==> src/rtl/meteor_pkg.sv <==
// Constants and types shared by the meteor spawn scheduler and the meteor object array.
package meteor_pkg;

  typedef enum logic [1:0] {IDLE, COUNT, SEARCH, ISSUE} sched_state_t;

  localparam logic [15:0] LFSR_SEED = 16'hACE1;
  localparam int unsigned SCREEN_W  = 640;
  localparam int unsigned METEOR_W  = 32;

endpackage

==> src/rtl/meteor_lfsr.sv <==
// 16-bit Fibonacci LFSR (taps 16,14,13,11), free-running out of reset; also used for speed randomisation.
module meteor_lfsr
  import meteor_pkg::*;
(
  input  logic        Clk,
  input  logic        Reset_n,
  output logic [15:0] lfsr
);

  always_ff @(posedge Clk) begin
    if (!Reset_n) begin
      lfsr <= LFSR_SEED;
    end else begin
      lfsr <= {lfsr[14:0], lfsr[15] ^ lfsr[13] ^ lfsr[12] ^ lfsr[10]};
    end
  end

endmodule

==> src/rtl/meteor_spawn_scheduler.sv <==
// Paces meteor spawns off the frame tick and hands a round-robin free slot to the meteor array.
// Define METEOR_RAMP_EN to shorten the spawn interval and raise the level as spawns accumulate.
module meteor_spawn_scheduler
  import meteor_pkg::*;
#(
  parameter int unsigned NUM_METEORS      = 8,
  parameter int unsigned BASE_INTERVAL    = 60,
  parameter int unsigned MIN_INTERVAL     = 15,
  parameter int unsigned RAMP_STEP        = 5,
  parameter int unsigned SPAWNS_PER_LEVEL = 10,
  parameter int unsigned X_LIMIT          = SCREEN_W - METEOR_W,
  localparam int unsigned SW              = $clog2(NUM_METEORS)
) (
  input  logic                   Clk,
  input  logic                   Reset_n,
  input  logic                   frame_tick,
  input  logic                   game_screen,
  input  logic [NUM_METEORS-1:0] meteor_active,
  input  logic                   spawn_ready,
  output logic                   spawn_valid,
  output logic [SW-1:0]          spawn_slot,
  output logic [9:0]             spawn_x,
  output logic [3:0]             level,
  output logic [7:0]             skip_count
);

  // Folding r-512 into range only works when X_LIMIT is at least 512.
  if (BASE_INTERVAL < 1 || BASE_INTERVAL > 255 || MIN_INTERVAL < 1 ||
      MIN_INTERVAL > BASE_INTERVAL || RAMP_STEP > 255 || SPAWNS_PER_LEVEL < 1 ||
      SPAWNS_PER_LEVEL > 256 || X_LIMIT < 512 || X_LIMIT > 1024) begin : g_bad_cfg
    $error("meteor_spawn_scheduler: illegal parameter set");
  end

  sched_state_t state;
  logic [7:0]    cnt;
  logic [7:0]    interval;
  logic [SW-1:0] rr_ptr;
  logic [15:0]   lfsr;
  logic [9:0]    rnd;
  logic [9:0]    x_next;
  logic [SW:0]   free;
  logic [SW-1:0] rr_next;
  logic          unused_lfsr;

  meteor_lfsr u_lfsr (
    .Clk     (Clk),
    .Reset_n (Reset_n),
    .lfsr    (lfsr)
  );

  // Lowest offset from start wins; returns {found, slot}.
  function automatic logic [SW:0] find_free(input logic [NUM_METEORS-1:0] busy,
                                            input logic [SW-1:0] start);
    logic [SW:0]   res;
    logic [SW-1:0] sel;
    res = '0;
    for (int i = NUM_METEORS - 1; i >= 0; i--) begin
      sel = SW'((int'(start) + i) % int'(NUM_METEORS));
      if (!busy[sel]) res = {1'b1, sel};
    end
    return res;
  endfunction

  assign rnd         = lfsr[9:0];
  assign x_next      = (rnd < 10'(X_LIMIT)) ? rnd : rnd - 10'd512;
  assign free        = find_free(meteor_active, rr_ptr);
  assign rr_next     = (spawn_slot == SW'(NUM_METEORS - 1)) ? '0 : spawn_slot + 1'b1;
  assign unused_lfsr = ^lfsr[15:10];

`ifdef METEOR_RAMP_EN
  logic [7:0] spawns;
`else
  assign interval = 8'(BASE_INTERVAL);
  assign level    = 4'd0;
`endif

  always_ff @(posedge Clk) begin
    if (!Reset_n) begin
      state       <= IDLE;
      spawn_valid <= 1'b0;
      spawn_slot  <= '0;
      spawn_x     <= '0;
      skip_count  <= '0;
      rr_ptr      <= '0;
      cnt         <= 8'(BASE_INTERVAL);
`ifdef METEOR_RAMP_EN
      interval    <= 8'(BASE_INTERVAL);
      level       <= '0;
      spawns      <= '0;
`endif
    end else if (!game_screen) begin
      state       <= IDLE;
      spawn_valid <= 1'b0;
    end else begin
      unique case (state)
        IDLE: begin
          state      <= COUNT;
          cnt        <= interval;
          skip_count <= '0;
`ifdef METEOR_RAMP_EN
          level      <= '0;
          spawns     <= '0;
`endif
        end
        COUNT: begin
          if (frame_tick) begin
            if (cnt <= 8'd1) state <= SEARCH;
            else             cnt   <= cnt - 8'd1;
          end
        end
        SEARCH: begin
          if (free[SW]) begin
            spawn_slot  <= free[SW-1:0];
            spawn_x     <= x_next;
            spawn_valid <= 1'b1;
            state       <= ISSUE;
          end else begin
            if (skip_count != 8'hFF) skip_count <= skip_count + 8'd1;
            cnt   <= interval;
            state <= COUNT;
          end
        end
        ISSUE: begin
          if (spawn_ready) begin
            spawn_valid <= 1'b0;
            rr_ptr      <= rr_next;
            cnt         <= interval;
            state       <= COUNT;
`ifdef METEOR_RAMP_EN
            if (spawns == 8'(SPAWNS_PER_LEVEL - 1)) begin
              spawns <= '0;
              if (level != 4'hF) level <= level + 4'd1;
              interval <= ({1'b0, interval} >= 9'(MIN_INTERVAL + RAMP_STEP)) ?
                          interval - 8'(RAMP_STEP) : 8'(MIN_INTERVAL);
            end else begin
              spawns <= spawns + 8'd1;
            end
`endif
          end
        end
        default: state <= IDLE;
      endcase
    end
  end

endmodule

==> config.mk <==
export PLATFORM = sky130hd
export DESIGN_NAME = meteor_spawn_scheduler
export DESIGN_NICKNAME = d
export VERILOG_FILES = /design/src/rtl/meteor_pkg.sv /design/src/rtl/meteor_lfsr.sv /design/src/rtl/meteor_spawn_scheduler.sv
export SDC_FILE = /design/constraint.sdc
export NUM_CORES = 1
export LEC_CHECK = 0
export CELL_PAD_IN_SITES_DETAIL_PLACEMENT = 0
export CELL_PAD_IN_SITES_GLOBAL_PLACEMENT = 1
export CORE_MARGIN = 2
export CORE_UTILIZATION = 48
export CTS_BUF_LIST = sky130_fd_sc_hd__clkbuf_2 sky130_fd_sc_hd__clkbuf_4 sky130_fd_sc_hd__clkbuf_8
export DETAILED_ROUTE_END_ITERATION = 8
export PLACE_DENSITY_LB_ADDON = 0.15
export SLEW_MARGIN = 20
export SYNTH_ARGS = -nofsm -noshare
export SYNTH_HDL_FRONTEND = slang
export SYNTH_SLANG_ARGS = --single-unit
==> constraint.sdc <==
create_clock -name Clk -period 4.7 [get_ports Clk]
set_input_delay 1.175 -clock Clk [delete_from_list [all_inputs] [get_ports Clk]]
set_output_delay 1.175 -clock Clk [all_outputs]
set_load 0.005 [all_outputs]
==> flow_summary.toml, run 1 <==
[power]
p_clk_frac = 0.329
leakagePower_nw = 1.257
p_per_area_nw_per_um2 = 230.1
pwr-share-seq = 0.553
peakVddDrop_mv = 0.1921
switchingPower_uw = 218.9
p_comb_frac = 0.118
switching_share = 0.2668
p_int_uw = 601.7

[yosys]
syn-mean-instance-area_um2 = 9.335
synth_area_leaders = "dfxtp_1, mux4_2, ha_1, mux2i_1, nand2_1"
netlist_instances = 334
synth_top_family_by_area = "simple AND/OR/NAND/NOR gates"
ys.warnings.count = 0
synth-compound-area-share = 0.1465
ys_types = 58
yosysSeqAreaShare = 0.3274
async_flop_share = 0
yosysTopAreaCellShare = 0.3274
synth.cell_area_um2 = 3118
ys_seq_elements = 51
yosys.area_share.simple = 0.2075
synth_top_area_cell = "dfxtp_1"
synth_top_flop_cell = "dfxtp_1"
synthAdderAreaFrac = 0.04815
synth_xor_area_frac = 0.04775
synth_edf_count = 0
muxShareOfSynthArea = 0.1661

[clock_network]
htreeDepth = 2
clk_pin_slew_ps = 100
worstSkewPairLatency_ps = 300
ctsHoldBuffers = 0
cts_resized = 0
clockRootBuffer = "clkbuf_8"
cts.repair_timing.setup_buffer_count = 0
cts.sinks = 51
numCtsBuffers = 5
cts_tree = "yes"
cts_buffer_depth = 2

[global_routing]
grt_overflow = 0
antenna_found_initial = 0
grt_max_degree = 41
grt_pass1_wl_um = 10970
grt_pass1_vias = 2394
grt_use_total = 0.1856

[worst_setup_path]
regToRegEndpoint = "spawn_x[9]"
endpoint = "spawn_x[9]"
slowest_stage = "nor2_1"
cp_num_cells = 7
r2r_setup_slack_ps = 1510
worstSetupStartpointType = "primary input"
crit_start = "meteor_active[6]"
endpoint_kind = "register"
worst-path-max-fanout = 11
worstSetupPathType = "primary input to register"
cp_cell_sequence = "clkdlybuf4s50_1 > and4b_1 > a22oi_1 > o21ai_4 > nor2_1 > nand3_1 > a21boi_1"
critPathArrivalTime_ps = 3580
r2r-start = "rr_ptr[0]"
path_delay_family = "simple AND/OR/NAND/NOR gates"
critPathRequiredTime_ps = 4940
slowest_delay_ps = 580
r2r_cells = 9
path_buf_inv = 1

[floorplanning]
core.rowCount = 29
start_util = 0.4939
core-area_um2 = 6314
die_w_um = 84.60
fp.dieH_um = 84.60
io_pins = 39
die_area_um2 = 7156

[detailed_routing]
first_iter_violations = 84
dr_wl_met2_um = 3056
drc = 0
highest_layer = "met4"
dr.pass1.iters = 4
wl_met3_um = 241
wl_per_cell_um = 14.52
drt-met1-wl_um = 3022
routed_via_density = 5.697
ant_nets = 0
vias = 2501
drt-total-wl_um = 6375

[place]
portBuffers = 34
dpl_cell_area_um2 = 3468
dp_hpwl_um = 4598
gp_congestion = 0.7857
dpl_worst_slack_ps = 1056

[sta]
setup_ws_ps = 1363
slew-limit-headroom = 0.5240
finalSetupTns_ps = 0
rsz0062_at_grt = "false"
min_period_ps = 3337
finClkSkew_ps = 9.021
final_max_slew_viol_count = 0
setup_viol = 0
hold_viol = 0
worst_pin_slew_ps = 711.3
fmax_mhz = 299.7
finalCritPeriodShare = 0.7100

[run]
maxCapViolations = 0

[outcome]
outcome = "finished, final reports clean"

[cells_and_area]
fin_area_um2 = 3566
fin_nets = 386
antenna_cells = 0
area_growth_pct = 14.37
layout-drive-gt1-share = 0.09116
utilization = 0.5648

[min_path]
hp-class = "register to register"
hold_path_startpoint = "u_lfsr.lfsr[14]"
==> how the worst min path moves through the flow <==
stage                            to  cells after the start  slack (ps)
finish              u_lfsr.lfsr[15]                      1         420
global route        u_lfsr.lfsr[15]                      1         460
CTS                 u_lfsr.lfsr[15]                      1         420
detailed placement  u_lfsr.lfsr[15]                      1         390
global placement    u_lfsr.lfsr[15]                      1         400
floorplan           u_lfsr.lfsr[15]                      1         390
==> stage by stage <==
stage	cells	hold slack [ps]	power (mW)
after floorplan	337	386.3	0.5297
after global placement	431	397.4	0.5595
after detailed placement	431	392.1	0.5601
after CTS	439	423.0	0.8323
after global routing	439	455.8	0.8602
final	439	415.9	0.8206
==> state kept, by name (all words and copies together), names as in the netlist <==
name,count
cnt,8
spawn_slot,3
u_lfsr.lfsr,16
spawn_x,10
rr_ptr,3
state,2
spawn_valid,1
skip_count,8
==> per-layer routing <==
metal | vias up | global-route usage
li1 | 1253 | -
met1 | 1181 | 0.2418
met5 | - | 0
met3 | 6 | 0.03441
met4 | 0 | 0.04762
met2 | 61 | 0.3178
==> cells by family (layout without fill, tap and decap cells) <==
kind of cell | count (synthesis) | in the layout
flops | 51 | 51
xor+xnor | 17 | 17
fa+ha+maj | 12 | 12
mux | 31 | 31
compound gates | 65 | 65
simple gates | 123 | 123
other cells | 1 | 4
buf+inv | 34 | 59
==> cell type report <==
cell class                 count  area [um2]
sequential                    51        1021
inverter                      14       52.55
clock buffer                   5       68.82
tap                           77       96.34
multi-input combinational    252        1936
fill                         589        2748
timing repair buffer          37       362.8
clock inverter                 3       28.78
==> power groups by stage <==
stage / Combinational, mW / Clock [mW] / Sequential (mW)
after CTS: 0.0971 / 0.281 / 0.454
after detailed placement: 0.0962 / 0 / 0.464
after global routing: 0.108 / 0.296 / 0.456
final: 0.0970 / 0.270 / 0.454
after global placement: 0.0955 / 0 / 0.464
after floorplan: 0.0684 / 0 / 0.461
==> placed cells by master, fill, tap and decap left out, drive strengths merged, types with 2 or more instances in the layout <==
master / synthesis / routed
mux2: 4 / 4
mux4: 15 / 15
o31ai: 3 / 3
clkinv: 0 / 2
mux2i: 12 / 12
o21a: 2 / 2
nand3: 12 / 12
nand4: 5 / 5
buf: 12 / 3
a21oi: 10 / 10
a22oi: 6 / 6
a21boi: 10 / 10
nand2: 32 / 32
o41ai: 2 / 2
or2: 2 / 2
clkdlybuf4s50: 0 / 34
a211oi: 4 / 4
dfxtp: 51 / 51
o221ai: 2 / 2
a22o: 2 / 2
nor2b: 7 / 7
xnor2: 10 / 10
ha: 12 / 12
nor3: 4 / 4
o22ai: 4 / 4
clkbuf: 8 / 5
inv: 14 / 15
and2: 9 / 9
nor2: 23 / 23
nand2b: 12 / 12
and4: 2 / 2
xor2: 7 / 7
nor4: 6 / 6
nor3b: 2 / 2
conb: 1 / 4
o21ai: 14 / 14
==> cell usage after synthesis, types with 4 or more instances <==
cell type  count
dfxtp_1       51
nand2_1       32
nor2_1        23
inv_1         13
ha_1          12
mux2i_1       12
mux4_2        12
nand2b_1      12
nand3_1       11
a21boi_1      10
a21oi_1       10
xnor2_1       10
and2_1         9
clkbuf_1       8
o21ai_0        8
nor2b_1        7
xor2_1         7
a22oi_1        6
nor4_1         6
buf_4          5
o21ai_1        5
a211oi_1       4
nand4_1        4
nor3_1         4
o22ai_1        4
No activity file was read; power rests on OpenSTA's default activity.
==> run 2: changes to the inputs <==
Settings changed: CORE_UTILIZATION 48 to 44.
Clock period 4.7 ns to 3.3 ns, I/O delays scaled along.
==> flow_summary.toml, run 2 (synthesized netlist as in run 1, its figures left out) <==
[place]
dpl_worst_slack_ps = 56.48
place_inst = 460
portBuffers = 34
dpl_cell_area_um2 = 3580
dp_hpwl_um = 4664
gp_congestion = 0.8525

[power]
leakagePower_nw = 1.308
p_per_area_nw_per_um2 = 319.3
p_comb_frac = 0.124
switchingPower_uw = 312.1
p_clk_frac = 0.326
switching_share = 0.2660
peakVddDrop_mv = 0.1911
pwr-share-seq = 0.550
finalPower_mw = 1.173
p_int_uw = 861.3

[outcome]
outcome = "finished, final reports clean"

[sta]
finalSetupTns_ps = 0
slew-limit-headroom = 0.5298
hold_viol = 0
whs_ps = 418.1
final_max_slew_viol_count = 0
fmax_mhz = 337.3
setup_viol = 0
setup_ws_ps = 335.1
min_period_ps = 2965
finClkSkew_ps = 9.654
finalCritPeriodShare = 0.8985
worst_pin_slew_ps = 702.6
rsz0062_at_grt = "false"

[worst_setup_path]
slowest_stage = "clkdlybuf4s50_1"
endpoint_kind = "register"
worst-path-max-fanout = 10
worstSetupPathType = "primary input to register"
r2r-start = "rr_ptr[0]"
worstSetupStartpointType = "primary input"
slowest_delay_ps = 610
crit_start = "meteor_active[1]"
cp_cell_sequence = "clkdlybuf4s50_1 > mux4_1 > mux2_4 > or2_1 > a311oi_2 > mux2i_1 > nand2_1"
critPathRequiredTime_ps = 3500
critPathArrivalTime_ps = 3170

[global_routing]
grt_overflow = 0
grt_use_total = 0.1745
grt_pass1_vias = 2302
antenna_found_initial = 0
grt_pass1_wl_um = 10830
grt_max_degree = 40

[detailed_routing]
ant_nets = 0
drc = 0
dr.pass1.iters = 4
routed_via_density = 5.314
drt-total-wl_um = 6550
wl_per_cell_um = 14.00
vias = 2487
first_iter_violations = 79

[clock_network]
cts_buffer_depth = 2
ctsHoldBuffers = 0
htreeDepth = 2
cts_tree = "yes"
clk_pin_slew_ps = 90
clockRootBuffer = "clkbuf_8"
worstSkewPairLatency_ps = 310
cts.repair_timing.setup_buffer_count = 0
cts_resized = 0
cts.sinks = 51
numCtsBuffers = 5

[floorplanning]
core.rowCount = 30
start_util = 0.4564
die_area_um2 = 7776
die_w_um = 88.18
core-area_um2 = 6832
io_pins = 39
fp.dieH_um = 88.18

[cells_and_area]
largest_register = "u_lfsr.lfsr"
fin_nets = 396
fin_area_um2 = 3675
mostFrequentLayoutCells = "dfxtp_1, clkdlybuf4s50_1, nand2_1"
area_growth_pct = 17.86
antenna_cells = 0
layout.cells.non_filler = 468
largest_reg_flops = 16
final_common_cell = "dfxtp_1"
layout-drive-gt1-share = 0.1156
utilization = 0.5379
fillers = 665
reg_top3 = "u_lfsr.lfsr: 16 flops, spawn_x: 10 flops"

[min_path]
hp-class = "register to register"
hold_path_startpoint = "u_lfsr.lfsr[14]"

[run]
maxCapViolations = 0
## run 2: cell count changes in the layout (fill, tap and decap cells not counted), sizes merged
cell / change
buf: +10
clkinv: -2
inv: +2
## run 2: cell type report
type                       count  area, um2  area share
tap                           96      120.1     0.03269
inverter                      14      52.55     0.01430
sequential                    51       1021      0.2778
clock inverter                 3      26.28    0.007150
timing repair buffer          47      450.4      0.1226
clock buffer                   5      68.82     0.01873
multi-input combinational    252       1936      0.5267
## run 2: critical path, delay by kind of cell
family          cells  cell delay [ps]
simple gates        2              330
compound gates      1              300
buf+inv             1              610
mux                 3             1110
## run 2: layer usage
layer,vias up,global-route usage,wire length [um]
met3,6,0.03393,216
met4,0,0.04545,44
met2,51,0.2679,2916
met1,1163,0.2519,3372
met5,-,0,0
li1,1267,-,-
## run 2: path summary, 6_finish.rpt
kind / end / slack [ps] / depth (start not counted)
setup / recovery: spawn_slot[0] / 340 / 7
hold / removal: u_lfsr.lfsr[15] / 420 / 1
setup reg to reg: spawn_slot[0] / 440 / 8
hold reg to reg: u_lfsr.lfsr[15] / 420 / 1
## run 2: power by group through the flow
| stage | clock, mW | combinational (mW) | sequential, mW |
|---|---|---|---|
| 6_report | 0.382 | 0.145 | 0.646 |
| 5_1_grt | 0.430 | 0.161 | 0.649 |
| 4_1_cts | 0.400 | 0.145 | 0.646 |
| 3_5_place_dp | 0 | 0.143 | 0.660 |
| 3_3_place_gp | 0 | 0.143 | 0.660 |
| 2_1_floorplan | 0 | 0.0975 | 0.657 |
==> run 3: changes to the inputs <==
Settings changed: ABC_CLOCK_PERIOD_IN_PS from default to 3300, CAP_MARGIN from default to 10, CTS_BUF_LIST sky130_fd_sc_hd__clkbuf_2 sky130_fd_sc_hd__clkbuf_4 sky130_fd_sc_hd__clkbuf_8 to sky130_fd_sc_hd__clkbuf_8.
==> results of run 3 <==
The final DEF is identical to that of run 2; final timing and power are the same.
==> edit 1, RTL diff (config.mk and constraints of run 3) <==
Encoding of `sched_state_t`: now Gray code (2 bits for 4 states).
--- a/src/rtl/meteor_pkg.sv
+++ b/src/rtl/meteor_pkg.sv
@@ -3,3 +3,3 @@
 
-  typedef enum logic [1:0] {IDLE, COUNT, SEARCH, ISSUE} sched_state_t;
+  typedef enum logic [1:0] {IDLE = 2'b00, COUNT = 2'b01, SEARCH = 2'b11, ISSUE = 2'b10} sched_state_t;
 
Behaviour: same outputs for any inputs over 4 cycles, from zero or initial values and one cycle with Reset_n low; so few cycles prove little.
==> edit 1 against run 3 <==
  * Area after synthesis is 10% lower
  * Worst setup slack better by 0.25 ns
  * Design area is 10% lower
  * Routed wire length is 11% lower
  * Core utilization is 0.86 points lower
  * Total power is 2.7% lower
  * Sequential share of layout area is 3.1 points higher
  * Sequential cell count stayed put
  * Highest routed layer unchanged
==> edit 1: results (changes against run 3) <==
- Row Count: 29 (was 30)
- Routability Congestion: 0.872 (was 0.853)
- Pin count of the biggest net entering global routing: 24 (was 40)
- Vias in the first global route: 2,166 (was 2,302)
- Placed instance area: 3210 um^2 (was 3580 um^2)
- Final wirelength: 5830 um (was 6550 um)
- Layout buffering overhead excluding clock cells: 0.123 (about the same)
- End point of the critical path: spawn_slot[2]$_SDFFE_PN0P_ (was spawn_slot[0]$_SDFFE_PN0P_)
- Time the worst path needs with I/O delays and setup: 2.71 ns (was 2.96 ns)
- Kind of cell with the highest combined delay on the critical path: simple AND/OR/NAND/NOR gates (was multiplexers)
- Number of instances in the synthesized netlist: 306 (was 334)
- Result of the run: finished, final reports clean (unchanged)
- Number of multi-input logic gates: 231 (was 252)
- Clock slew seen by the registers of the worst setup and hold paths: 0.11 ns (was 0.09 ns)
- Largest fanout on the critical path: 7 (was 10)
- Area fraction of clock buffers and clock inverters: 0.0288 (was 0.0259)
- Pre-CTS setup slack: 0.271 ns (was 0.0565 ns)
- Maximum single-stage delay on the critical path: 0.58 ns (was 0.61 ns)
- Slowest-stage cell, CP: sky130_fd_sc_hd__mux4_2 (was sky130_fd_sc_hd__clkdlybuf4s50_1)
- Clk root buf: sky130_fd_sc_hd__clkbuf_8 (unchanged)
- Largest cells by area after synthesis: sky130_fd_sc_hd__dfxtp_1 37%, sky130_fd_sc_hd__mux4_2 6.4%, sky130_fd_sc_hd__nand2_1 5.1%, sky130_fd_sc_hd__mux2i_1 4.3%, sky130_fd_sc_hd__ha_1 3.1% (was sky130_fd_sc_hd__dfxtp_1 33%, sky130_fd_sc_hd__mux4_2 8.7%, sky130_fd_sc_hd__ha_1 4.8%, sky130_fd_sc_hd__mux2i_1 3.9%, sky130_fd_sc_hd__nand2_1 3.9%)
- Total placed cells including tap cells: 408 (was 460)
- Final Hold Slack: 0.404 ns (was 0.418 ns)
- Wire length per cell after detailed routing: 14.0 um (about the same)
- Internal power contribution: 0.000844 W (was 0.000861 W)
- Sequential cell area share: 0.309 (was 0.278)
- Wire length of the first global-routing pass: 10,100 um (was 10,800 um)
- Non-Clock Buffer Count: 41 (was 47)
- Slack of the worst reg-to-reg path: 0.63 ns (was 0.44 ns)
- Layout cell share with drive strength beyond 1: 0.103 (was 0.116)
- Static power due to leakage: 1.23 nW (was 1.31 nW)
- HPWL after DPL: 4130 um (was 4660 um)
- Unique cell type count in the Yosys netlist: 53 (was 58)
- Worst EP arrival: 2.90 ns (was 3.17 ns)
- Non-clock inverter instance count of the final layout: 8 (was 14)
- # nets final: 358 (was 396)
- Seq Cell Count: 51 (unchanged)
- VDD IR max: 0.225 mV (was 0.191 mV)
- Average vias per placed instance: 5.46 (was 5.31)
- Power share of the clock group: 0.337 (was 0.326)
- Startpoint of the most critical setup path: meteor_active[4] (was meteor_active[1])
-- edit 1: metal layers --
| metal | vias up | wire (um) | GRT usage |
|---|---|---|---|
| li1 | 1154 | - | - |
| met1 | 1077 | 2990 | 0.239 |
| met2 | 37 | 2640 | 0.272 |
| met3 | 2 | 171 | 0.0346 |
| met4 | 0 | 29 | 0.0440 |
| met5 | - | 0 | 0 |
-- edit 1: cell families (layout without fill, tap and decap cells) --
logic type / count (synthesis) / count (layout) / synth area share
AOI/OAI and AO/OA: 65 / 65 / 0.165
xor gates and xnor gates: 14 / 14 / 0.0438
adders and majority gates: 7 / 7 / 0.0313
buffers and inverters: 27 / 57 / 0.0470
DFF: 51 / 51 / 0.365
muxes: 24 / 24 / 0.123
other: 1 / 4 / 0.00134
and+or+nand+nor: 117 / 117 / 0.223
==> edit 2, RTL diff (config.mk and constraints of run 3) <==
Made on the original files. Add a define of `METEOR_RAMP_EN`.
--- a/src/rtl/meteor_spawn_scheduler.sv
+++ b/src/rtl/meteor_spawn_scheduler.sv
@@ -2,2 +2,4 @@
 // Define METEOR_RAMP_EN to shorten the spawn interval and raise the level as spawns accumulate.
+`define METEOR_RAMP_EN
+
 module meteor_spawn_scheduler
Function: no difference found for any inputs over 4 cycles, from zero or initial values and one cycle with Reset_n low; that may be too few to reach the edited logic, so the function may still have changed.
==> edit 2 against run 3 <==
  * Maximum frequency up 3.0%
  * Critical path depth is the same
  * Routed wire length increased by 44%
  * Total power rose by 41%
  * Clock power is 57% higher
  * Worst setup slack improved by 0.086 ns
  * Sequential cell count rose by 20
  * Area after synthesis increased by 30%
  * Die area is 28% higher
  * Design area increased by 30%
  * Largest cell class unchanged
  * Largest power group unchanged
==> edit 2: results (changes against run 3) <==
- Result of the run: finished, final reports clean (unchanged)
- VDD IR max: 0.223 mV (was 0.191 mV)
- Worst slew margin: 0.607 (was 0.530)
- Wire length of the first global-routing pass: 16,100 um (was 10,800 um)
- Total placed cells including tap cells: 621 (was 460)
- Overall global routing resource usage: 0.200 (was 0.175)
- Number of instances in the synthesized netlist: 475 (was 334)
- Placed instance area: 4620 um^2 (was 3580 um^2)
- Endpoint of the lowest-slack register-to-register path: spawn_x[2]$_SDFFE_PN0P_ (was spawn_slot[0]$_SDFFE_PN0P_)
- Class of the tightest hold or removal check: reg -> reg (unchanged)
- Number of slew-limit violations in the final report: 0 (unchanged)
- Slack of the worst reg-to-reg path: 0.53 ns (was 0.44 ns)
- Layout cell share with drive strength beyond 1: 0.102 (was 0.116)
- # nets final: 552 (was 396)
- Fraction of the yosys area taken by sequential cells: 0.352 (was 0.327)
- Wire length per cell after detailed routing: 14.9 um (was 14.0 um)
- Reported net switching power: 0.000434 W (was 0.000312 W)
- Sequential Area: 1420 um^2 (was 1020 um^2)
- Reg-to-reg startpoint: rr_ptr[1]$_SDFFE_PN0P_ (was rr_ptr[0]$_SDFFE_PN0P_)
- Routed via count: 3,493 (was 2,487)
- Pin count of the biggest net entering global routing: 41 (was 40)
- Worst EP arrival: 3.13 ns (was 3.17 ns)
- Clock Skews: 0.0127 ns (was 0.00965 ns)
- Routability Congestion: 0.884 (was 0.853)
- DRC violation total after the first TritonRoute iteration: 84 (was 79)
- Clk Latency, worst-skew pair: 0.35 ns (was 0.31 ns)
- Total clock buffers created by CTS: 9 (was 5)
- Final wirelength: 9460 um (was 6550 um)
- Number of inserted filler cells in the final layout: 863 (was 665)
- Slowest-stage cell, CP: sky130_fd_sc_hd__mux4_2 (was sky130_fd_sc_hd__clkdlybuf4s50_1)
- Unique cell type count in the Yosys netlist: 60 (was 58)
- PortBufs: 38 (was 34)
- Largest cells by area after synthesis: sky130_fd_sc_hd__dfxtp_1 35%, sky130_fd_sc_hd__nand2_1 6.1%, sky130_fd_sc_hd__ha_1 4.6%, sky130_fd_sc_hd__nor2_1 4.0%, sky130_fd_sc_hd__mux4_2 3.9% (was sky130_fd_sc_hd__dfxtp_1 33%, sky130_fd_sc_hd__mux4_2 8.7%, sky130_fd_sc_hd__ha_1 4.8%, sky130_fd_sc_hd__mux2i_1 3.9%, sky130_fd_sc_hd__nand2_1 3.9%)
- Pre-CTS setup slack: 0.0771 ns (was 0.0565 ns)
- R2R depth: 9 (was 8)
- HPWL after DPL: 6940 um (was 4660 um)
- Maximum single-stage delay on the critical path: 0.53 ns (was 0.61 ns)
- Largest fanout on the critical path: 7 (was 10)
edit 2: power groups by stage:
stage                     logic (W)  clock network [W]  registers (W)
after CTS                  0.000161           0.000627       0.000888
after global routing       0.000180           0.000660       0.000890
after detailed placement   0.000161                  0       0.000908
after global placement     0.000159                  0       0.000907
final                      0.000161           0.000601       0.000888
after floorplan            0.000100                  0       0.000904
edit 2: routing by layer:
metal / vias up / share of wire / global-route usage
li1: 1793 / - / -
met1: 1633 / 0.47 / 0.249
met3: 11 / 0.032 / 0.0320
met2: 56 / 0.49 / 0.352
met4: 0 / 0.014 / 0.0717
met5: - / 0 / 0
edit 2: how the worst max path moves through the flow:
stage                                 startpoint                    endpoint  slack, ns
after global routing            meteor_active[1]  spawn_slot[1]$_SDFFE_PN0P_       0.30
after detailed placement        meteor_active[4]  spawn_slot[1]$_SDFFE_PN0P_       0.08
final                           meteor_active[4]  spawn_slot[1]$_SDFFE_PN0P_       0.42
after CTS                       meteor_active[4]  spawn_slot[1]$_SDFFE_PN0P_       0.44
after floorplan           rr_ptr[0]$_SDFFE_PN0P_  spawn_slot[1]$_SDFFE_PN0P_       0.60
after global placement          meteor_active[0]  spawn_slot[1]$_SDFFE_PN0P_       0.10
edit 2: logic make-up (layout without fill, tap and decap cells):
kind of cell	Yosys count	after routing	share of synthesized area
AND/OR/NAND/NOR	198	198	0.240
AO/OA/AOI/OAI	102	102	0.166
flip-flops	71	71	0.352
buffers and inverters	38	91	0.0409
multiplexers	28	28	0.105
XOR/XNOR	23	23	0.0499
adder cells (fa/ha/maj)	15	15	0.0465
edit 2: final cells by class:
cell class	instances	area share
tap	108	0.0282
clock buffer	9	0.0259
inverter	17	0.0133
clock inverter	6	0.00810
timing repair buffer	59	0.115
sequential	71	0.297
multi-input combinational	366	0.512
